File: config.mk
export PLATFORM = sky130hd
export DESIGN_NAME = accel_issue
export DESIGN_NICKNAME = d
export VERILOG_FILES = /design/src/rtl/accel_issue_pkg.sv /design/src/rtl/accel_issue_fifo.sv /design/src/rtl/accel_issue.sv
export SDC_FILE = /design/constraint.sdc
export NUM_CORES = 1
export LEC_CHECK = 0
export ABC_AREA = 1
export CAP_MARGIN = 20
export CORE_ASPECT_RATIO = 0.75
export CORE_MARGIN = 3
export CORE_UTILIZATION = 55
export CTS_BUF_LIST = sky130_fd_sc_hd__clkbuf_4 sky130_fd_sc_hd__clkbuf_8
export CTS_CLUSTER_DIAMETER = 150
export DETAILED_ROUTE_END_ITERATION = 7
export GPL_ROUTABILITY_DRIVEN = 0
export HOLD_SLACK_MARGIN = 0.12
export PLACE_DENSITY = 0.83
export SLEW_MARGIN = 25
export SYNTH_ARGS = -nofsm -noshare
export SYNTH_HDL_FRONTEND = slang
export SYNTH_SLANG_ARGS = --single-unit
File: constraint.sdc
create_clock -name clk -period 7.9 [get_ports clk]
set_input_delay 1.58 -clock clk [delete_from_list [all_inputs] [get_ports clk]]
set_output_delay 1.58 -clock clk [all_outputs]
set_load 0.05 [all_outputs]
File: src/rtl/accel_issue_pkg.sv
// accel_issue shared types: FSM states, bus widths and the sticky-interrupt merge.
// Included by every accel_issue RTL file through import accel_issue_pkg::*.
package accel_issue_pkg;

  localparam int unsigned INSTR_W = 32;
  localparam int unsigned IRQ_W   = 19;
  localparam int unsigned CNT_W   = 16;

  typedef enum logic [1:0] {
    IDLE,
    LOAD,
    RUN,
    DRAIN
  } state_t;

  // A set in the same cycle as a clear of that bit leaves the bit set.
  function automatic logic [IRQ_W-1:0] irq_merge(
    input logic [IRQ_W-1:0] vec,
    input logic [IRQ_W-1:0] clr,
    input logic [IRQ_W-1:0] set
  );
    return (vec & ~clr) | set;
  endfunction

endpackage

File: src/rtl/accel_issue_fifo.sv
// Synchronous FIFO for accel_issue: power-of-2 DEPTH, full/empty flags,
// simultaneous push and pop both honoured, no bypass from din to dout.
module accel_issue_fifo #(
  parameter int unsigned DEPTH = 4,
  parameter int unsigned W     = 32
) (
  input  logic         clk,
  input  logic         rst,
  input  logic         push,
  input  logic [W-1:0] din,
  input  logic         pop,
  output logic [W-1:0] dout,
  output logic         full,
  output logic         empty
);

  localparam int unsigned AW = $clog2(DEPTH);
  localparam int unsigned CW = AW + 1;

  logic [W-1:0]  mem [DEPTH];
  logic [AW-1:0] wr_q;
  logic [AW-1:0] rd_q;
  logic [CW-1:0] cnt_q;
  logic          do_push;
  logic          do_pop;

  assign full    = cnt_q == CW'(DEPTH);
  assign empty   = cnt_q == '0;
  assign do_push = push && !full;
  assign do_pop  = pop && !empty;
  assign dout    = mem[rd_q];

  always_ff @(posedge clk) begin
    if (do_push) mem[wr_q] <= din;
  end

  always_ff @(posedge clk or posedge rst) begin
    if (rst) begin
      wr_q  <= '0;
      rd_q  <= '0;
      cnt_q <= '0;
    end else begin
      if (do_push) wr_q <= wr_q + 1'b1;
      if (do_pop) rd_q <= rd_q + 1'b1;
      unique case ({do_push, do_pop})
        2'b10:   cnt_q <= cnt_q + 1'b1;
        2'b01:   cnt_q <= cnt_q - 1'b1;
        default: cnt_q <= cnt_q;
      endcase
    end
  end

endmodule

File: src/rtl/accel_issue.sv
// Command issuer in front of Accel: FIFO, reset-pulse sequencing, holdoff, irqs.
// Optional RUN watchdog enabled by defining ACCEL_ISSUE_TIMEOUT_EN.
module accel_issue
  import accel_issue_pkg::*;
#(
  parameter int unsigned DEPTH   = 4,
  parameter int unsigned HOLDOFF = 10,
  parameter int unsigned TIMEOUT = 4096
) (
  input  logic               clk,
  input  logic               rst_ext,
  input  logic [INSTR_W-1:0] cpu_instr,
  input  logic               cpu_valid,
  output logic               cpu_ready,
  output logic [INSTR_W-1:0] instruction,
  output logic               accel_rst,
  input  logic [IRQ_W-1:0]   accel_interrupt,
  input  logic               accel_done,
  input  logic [IRQ_W-1:0]   irq_clr,
  output logic [IRQ_W-1:0]   irq_vec,
  output logic               irq,
  output logic               busy,
  output logic               cmd_done,
  output logic [CNT_W-1:0]   cmd_count,
  output logic               timeout
);

  localparam int unsigned HO_W = $clog2(HOLDOFF + 1);

  state_t             state;
  state_t             state_nx;
  logic               f_full;
  logic               f_empty;
  logic [INSTR_W-1:0] f_data;
  logic               pop;
  logic               ld_hold;
  logic               fin;
  logic               wd_hit;
  logic               active;
  logic [HO_W-1:0]    hold_q;
  logic [IRQ_W-1:0]   irq_nx;

  assign cpu_ready = !f_full && !rst_ext;
  assign busy      = state != IDLE;
  assign active    = (state == RUN) || (state == DRAIN);

  accel_issue_fifo #(
    .DEPTH (DEPTH),
    .W     (INSTR_W)
  ) u_fifo (
    .clk   (clk),
    .rst   (rst_ext),
    .push  (cpu_valid && cpu_ready),
    .din   (cpu_instr),
    .pop   (pop),
    .dout  (f_data),
    .full  (f_full),
    .empty (f_empty)
  );

  always_ff @(posedge clk or posedge rst_ext) begin
    if (rst_ext) state <= IDLE;
    else         state <= state_nx;
  end

  always_comb begin
    state_nx  = state;
    pop       = 1'b0;
    ld_hold   = 1'b0;
    fin       = 1'b0;
    accel_rst = 1'b1;
    unique case (state)
      IDLE: begin
        if (!f_empty) begin
          pop      = 1'b1;
          state_nx = LOAD;
        end
      end
      LOAD: state_nx = RUN;
      RUN: begin
        accel_rst = 1'b0;
        if (accel_done) begin
          ld_hold  = 1'b1;
          state_nx = DRAIN;
        end else if (wd_hit) begin
          state_nx = IDLE;
        end
      end
      DRAIN: begin
        accel_rst = 1'b0;
        if (hold_q == '0) begin
          fin      = 1'b1;
          state_nx = IDLE;
        end
      end
      default: state_nx = IDLE;
    endcase
  end

  // accel_done leads the last result, so completion waits HOLDOFF cycles.
  always_ff @(posedge clk or posedge rst_ext) begin
    if (rst_ext) begin
      hold_q <= '0;
    end else if (ld_hold) begin
      hold_q <= HO_W'(HOLDOFF - 1);
    end else if (state == DRAIN && hold_q != '0) begin
      hold_q <= hold_q - 1'b1;
    end
  end

  assign irq_nx = irq_merge(irq_vec, irq_clr,
                            accel_interrupt & {IRQ_W{active}});

  always_ff @(posedge clk or posedge rst_ext) begin
    if (rst_ext) begin
      instruction <= '0;
      irq_vec     <= '0;
      irq         <= 1'b0;
      cmd_done    <= 1'b0;
      cmd_count   <= '0;
    end else begin
      if (pop) instruction <= f_data;
      irq_vec  <= irq_nx;
      irq      <= |irq_nx;
      cmd_done <= fin;
      if (fin) cmd_count <= cmd_count + 1'b1;
    end
  end

`ifdef ACCEL_ISSUE_TIMEOUT_EN
  localparam int unsigned WD_W = $clog2(TIMEOUT + 1);

  logic [WD_W-1:0] wd_q;
  logic            to_q;

  assign wd_hit  = wd_q == WD_W'(TIMEOUT - 1);
  assign timeout = to_q;

  // Counter is held at zero outside RUN, so every RUN entry starts fresh.
  always_ff @(posedge clk or posedge rst_ext) begin
    if (rst_ext) begin
      wd_q <= '0;
      to_q <= 1'b0;
    end else begin
      if (state != RUN) wd_q <= '0;
      else              wd_q <= wd_q + 1'b1;
      if (state == RUN && !accel_done && wd_hit) to_q <= 1'b1;
    end
  end
`else
  logic unused_timeout;

  assign unused_timeout = ^TIMEOUT;
  assign wd_hit         = 1'b0;
  assign timeout        = 1'b0;
`endif

endmodule

Word-level counts from Yosys, hierarchy flattened --
Memories as Yosys holds them, arrays and structs flattened. A register that Yosys moved wholly into a read port is not among the register bits. Index checks and enable logic that the tools add are counted.
Cells by class: multiplexer cells 16, reduce and logical (&&, ||, !) cells 19, add/subtract/negate cells 6, bitwise logic cells 4, equal/unequal tests 9
Operators with widths (number):
- 19-bit bitwise AND | 2
- 19-bit inverter | 1
- 19-bit bitwise OR | 1
- 19-bit OR reduction | 1
- 16-bit by 1-bit adder with 16-bit output, second input constant | 1
- 1-bit two-way mux | 9
- 4-bit two-way mux | 2
- 2-bit one-hot mux with 4 select lines | 1
- 2-bit equality test, second input constant | 3
- 2-bit two-way mux | 3
- 2-bit inequality test, second input constant | 3
- 3-bit one-hot mux with 2 select lines | 1
- 2-bit nonzero test | 3
- 1-bit logical AND | 5
- 2-bit by 1-bit adder with 2-bit output, second input constant | 2
- 2-bit by 1-bit equality test with 1-bit output, second input constant | 2
- 4-bit zero test | 1
- 4-bit nonzero test | 1
- 4-bit by 1-bit subtractor with 4-bit output, second input constant | 1
- 3-bit by 1-bit adder with 3-bit output, second input constant | 1
- 3-bit equality test, second input constant | 1
- 1-bit zero test | 3
- 3-bit zero test | 1
- 3-bit AND reduction | 1
- other kinds (4) | 4
Storage, ports and cells: memory bits (writable) 128, bits of input ports 74, memories 1, word-level logic and storage cells 64, register bits 50
Memory list:
- u_fifo.mem | depth 4, bits a word 32, rd ports 1, clocked after memory_dff 1, wr ports 1, line accel_issue_fifo.sv:20 | logic [W-1:0] mem [DEPTH];

Depth between registers and ports, before layout --
depth after elaboration 7, depth in mapped cells 13, mapped depth without buffers 11

Cells and area by module --
From an unflattened synthesis, not the netlist that was laid out.
Second synthesis, totals: cell total of the unflattened synthesis 831, area total of the unflattened synthesis 8872.3 µm²
Modules (own cells, without submodules):
- accel_issue_fifo | cells an instance 436, area each 5576.6 µm², times used 1
- accel_issue | cells an instance 395, area each 3295.7 µm², times used 1

Worst setup path after synthesis --
No wires, ideal clock.
path kind in2reg, start input port rst_ext, end memory u_fifo.mem[0][0] (enable), path slack 3.330 ns, setup time 0.421 ns, cell stages on the path 3, arrival time 4.149 ns, path buffers 0, path through a31oi_1 nand2_2 nor2_1
On the way: longest elaborated chain between the ends 6
Ends and longest elaborated chain:
- start: declaration | line accel_issue.sv:11 | input logic rst_ext,
- 1-bit zero test (no line)
- 1-bit logical AND | line accel_issue.sv:43 | assign cpu_ready = !f_full && !rst_ext;
- 1-bit logical AND | line accel_issue.sv:53 | .push (cpu_valid && cpu_ready),
- 1-bit logical AND | line accel_issue_fifo.sv:29 | assign do_push = push && !full;
- 1-bit two-way mux | line accel_issue_fifo.sv:34 | if (do_push) mem[wr_q] <= din;
- 1-bit two-way mux (not written as such) | line accel_issue_fifo.sv:34
- end: declaration | line accel_issue_fifo.sv:20
No other way between the ends.

Final worst setup path --
start input port rst_ext, end output port cpu_ready
On the way: longest elaborated chain between the ends 2
Ends and longest elaborated chain:
- 1-bit zero test (no line)
- 1-bit logical AND | line accel_issue.sv:43
- end: declaration | line accel_issue.sv:14 | output logic cpu_ready,
No other way between the ends.

==> summary.md <==
| Metric | Value |
|---|---|
| Core box area | 0.0147 mm2 |
| Post-placement cell count | 1072 |
| Peak supply drop | around 0.00020 V |
| Hold Violations, Final | 0 |
| CTS sink cnt | 210 |
| Cells after Synth | 753 |
| Proportion of synthesized chip area in sequential cells | a little over two thirds |
| Detail-routed via count per cell | 5.10 |
| Syn_nets | 838 |
| Endpoint class of the critical path | primary output |
| Global-route met2 utilization | 34.1% |
| Yosys warns | 0 |
| CP Launch Type | input port |
| Part of the cycle the worst path needs | 59.5% |
| Count of port buffers added during placement | approximately 150 |
| CTS buffer count | 34 |
| Standby leakage power | 4.28 nW |
| Setup total negative slack | 0 ps |
| Minimum hold slack | 495 ps |
| All-Layer GR Usage | approximately a fifth |
| Max-Slew Margin vs Limit | 30.8% |
| Count of antenna-violating nets left after detailed routing | 0 |
| Area post-placement | 0.0100 mm2 |
| Number of global-route vias before repair | ~5700 |
| Met1 Usage GRT | 28.8% |
| Cts hold-fix bufs | 0 |
| Final core utilization | 73.2% |
| Number of filler cells placed in the layout | between 1000 and 1500 |
| Power density over cell area | 389 mW/mm2 |
| Layout cells sized above 1 | around 9% |
| Die outline area | 0.0169 mm2 |
| Final net count | 996 |
| Dominant cell type by area after synthesis | sky130_fd_sc_hd__edfxtp_1 |
| Initial antenna violation count | 0 |
| Final cell count without fillers | 1135 |
| Transition time at the pin with the least slew margin | 1040 ps |
| Met3 track demand over resource | 4.32% |
| Hold Crit Depth | 1 |
| Power after layout | 4.20 mW |
| Post-CTS Setup Bufs | 0 |
| Clock Power Share | 21.8% |
| Remaining Overflow, GRT | 0 |
| Number of rows in the core area | 38 |
| Startpoint of the worst-slack reg-to-reg timing path | u_fifo.cnt_q[0]$_DFFE_PP0P_ |
| 1st-pass router iterations | 5 |
| Number of diodes | 0 |
| Crit path arrival time | between 3000 and 4000 ps |
| Detailed-route DRC error count | 0 |
| Sequential share of power | 36.2% |
| CTS tree | built |
| Path type of the worst setup path | input port to primary output |
| Logic gate share of total power | 42.0% |
| H-tree levels | 2 |
| Total via count in the routed design | 5794 |
| Placement-stage worst setup slack | 3200 ps |
| Number of design-rule violations left by the first detailed-router iteration | 447 |
| Setup repair after global routing missed its margin | false |
| Wire length of the first global-routing pass | approximately 28000 um |
| Type of the worst min-delay path | register to register |
| Maximum number of pins on one net before global-route repair | 66 |
| CTS Root Buffer Type | sky130_fd_sc_hd__clkbuf_8 |
| Io pins | 147 |
| Cell count of the worst reg-to-reg path | 4 |
| Area share of the leading cell type in the synthesized netlist | 45.5% |
| Final critical delay including setup and external delays | 4700 ps |
| Final WL | 17600 um |
| Area growth from synthesis to layout | 27.7% |
| Net switching component of the power | between 1.5 and 2 mW |
| HPWL after detailed placement | 10800 um |
| Post-Route Skew | 10.5 ps |
| Largest cells by area after synthesis | sky130_fd_sc_hd__edfxtp_1 (46%), sky130_fd_sc_hd__dfrtp_1 (24%), sky130_fd_sc_hd__nor2_1 (8.8%) |
| Capture point of the worst reg-to-reg path | u_fifo.mem[0][25]$_DFFE_PP_ |
| Longest Clk Path Bufs | 3 |
| Internal power consumption | 2.50 mW |
| Startpoint of the tightest hold check path | cmd_count[4]$_DFFE_PP0P_ |
| Effective utilization at floorplan | 57.3% |
| Post-CTS resize count | 0 |
| Busiest layer in global routing | met2 |
| Worst-case register-to-register setup slack | around 5700 ps |
| Clock network latency to the later pin of the worst-skew pair | 480 ps |
| Max Freq | 213 MHz |
| Mean post-synth cell area | between 10 and 15 um2 |
| Count of maximum capacitance violations | 0 |
| Flop and latch count out of synthesis | 210 |
| Mapped Area | 0.00845 mm2 |
| Clock transition at the registers of the reported paths | about 60 ps |
| Number of distinct library cells after synthesis | 32 |
| Status | finished, final reports clean |
| Final Worst Setup Slack | 3200 ps |
| Top fanout value on the critical path | 2 |
| Post-route cell area | about 0.011 mm2 |
| Min-Delay Endpoint | cmd_count[4]$_DFFE_PP0P_ |
| Number of slew-limit violations in the final report | 0 |
| Drt wl/cell | around 15 um |
| Die Wd | between 100 and 150 um |
| Die outline height | 113 um |
| Worst endpoint required time | between 6000 and 7000 ps |
| Switch share | 40.6% |
| Count of final setup violators | 0 |
-- cell usage after synthesis (all sizes together) --
master	count
fa	1
inv	66
nand3	16
o22ai	1
xor2	9
mux2	1
a21oi	5
edfxtp	128
conb	1
clkbuf	8
nand3b	1
dfrtp	82
nor3	3
xnor2	5
a31oi	33
buf	22
nand4	4
o211ai	1
ha	10
nand2	84
nor2	200
a22oi	4
o21ai	68
-- worst max-delay path by stage --
stage                     slack, ps  cells past startpoint  startpoint                          to
final                          3200                      3     rst_ext                   cpu_ready
after global routing           3110                      3     rst_ext                   cpu_ready
after CTS                      3200                      3     rst_ext                   cpu_ready
after detailed placement       3200                      3     rst_ext                   cpu_ready
after global placement         3210                      3     rst_ext                   cpu_ready
after floorplan                3330                      3     rst_ext  u_fifo.mem[0][0]$_DFFE_PP_
-- cell type report --
class	count	area, um2	area share (%)
tap	200	250	2.32
multi-input combinational	447	2150	20.0
clock inverter	4	20.0	0.186
timing repair buffer	152	1560	14.4
sequential	210	5900	54.7
inverter	66	250	2.32
clock buffer	56	658	6.10
-- state kept, by name, summed over array words and instances (netlist names) --
register,flops
irq_vec,19
hold_q,4
u_fifo.mem,128
u_fifo.wr_q,2
irq,1
u_fifo.rd_q,2
cmd_count,16
state,2
u_fifo.cnt_q,3
instruction,32
cmd_done,1
-- cell usage in the layout, fill, tap and decap left out, drive strengths merged --
cell type / n
nand3: 16
buf: 7
clkinv: 3
nor2: 200
fa: 1
nand4: 4
xnor2: 5
clkdlybuf4s50: 145
a22oi: 4
o211ai: 1
nand2: 84
inv: 66
o22ai: 1
clkinvlp: 1
clkbuf: 56
ha: 10
edfxtp: 128
a21oi: 5
a31oi: 33
mux2: 1
xor2: 9
conb: 1
dfrtp: 82
o21ai: 68
nor3: 3
nand3b: 1
-- power groups by stage --
stage	logic [mW]	registers (mW)	clock network, mW
floorplan	0.808	1.98	0
global placement	1.71	1.53	0
detailed placement	1.75	1.54	0
CTS	1.76	1.52	0.934
global route	1.93	1.55	0.984
finish	1.76	1.52	0.915
-- routing by layer --
metal	share of wire (%)	up-vias
met5	0	-
met4	1.8	0
met3	7.1	23
met2	47	209
met1	44	2721
li1	-	2841
-- worst max-delay path, cell delays in order --
cell                              delay [ps]
sky130_fd_sc_hd__clkdlybuf4s50_1         460
sky130_fd_sc_hd__a31oi_1                 240
sky130_fd_sc_hd__clkdlybuf4s50_1         850
-- logic make-up (layout without fill, tap and decap cells) --
family,Yosys count,in the layout,synth area share [%]
AOI/OAI and AO/OA,112,112,7.29
buffers and inverters,96,278,5.05
adders and majority gates,11,11,1.72
DFF,210,210,69.8
muxes,1,1,0.133
and+or+nand+nor,308,308,14.5
other,1,1,0.0444
xor gates and xnor gates,14,14,1.45
No activity file was read; power rests on OpenSTA's default activity.
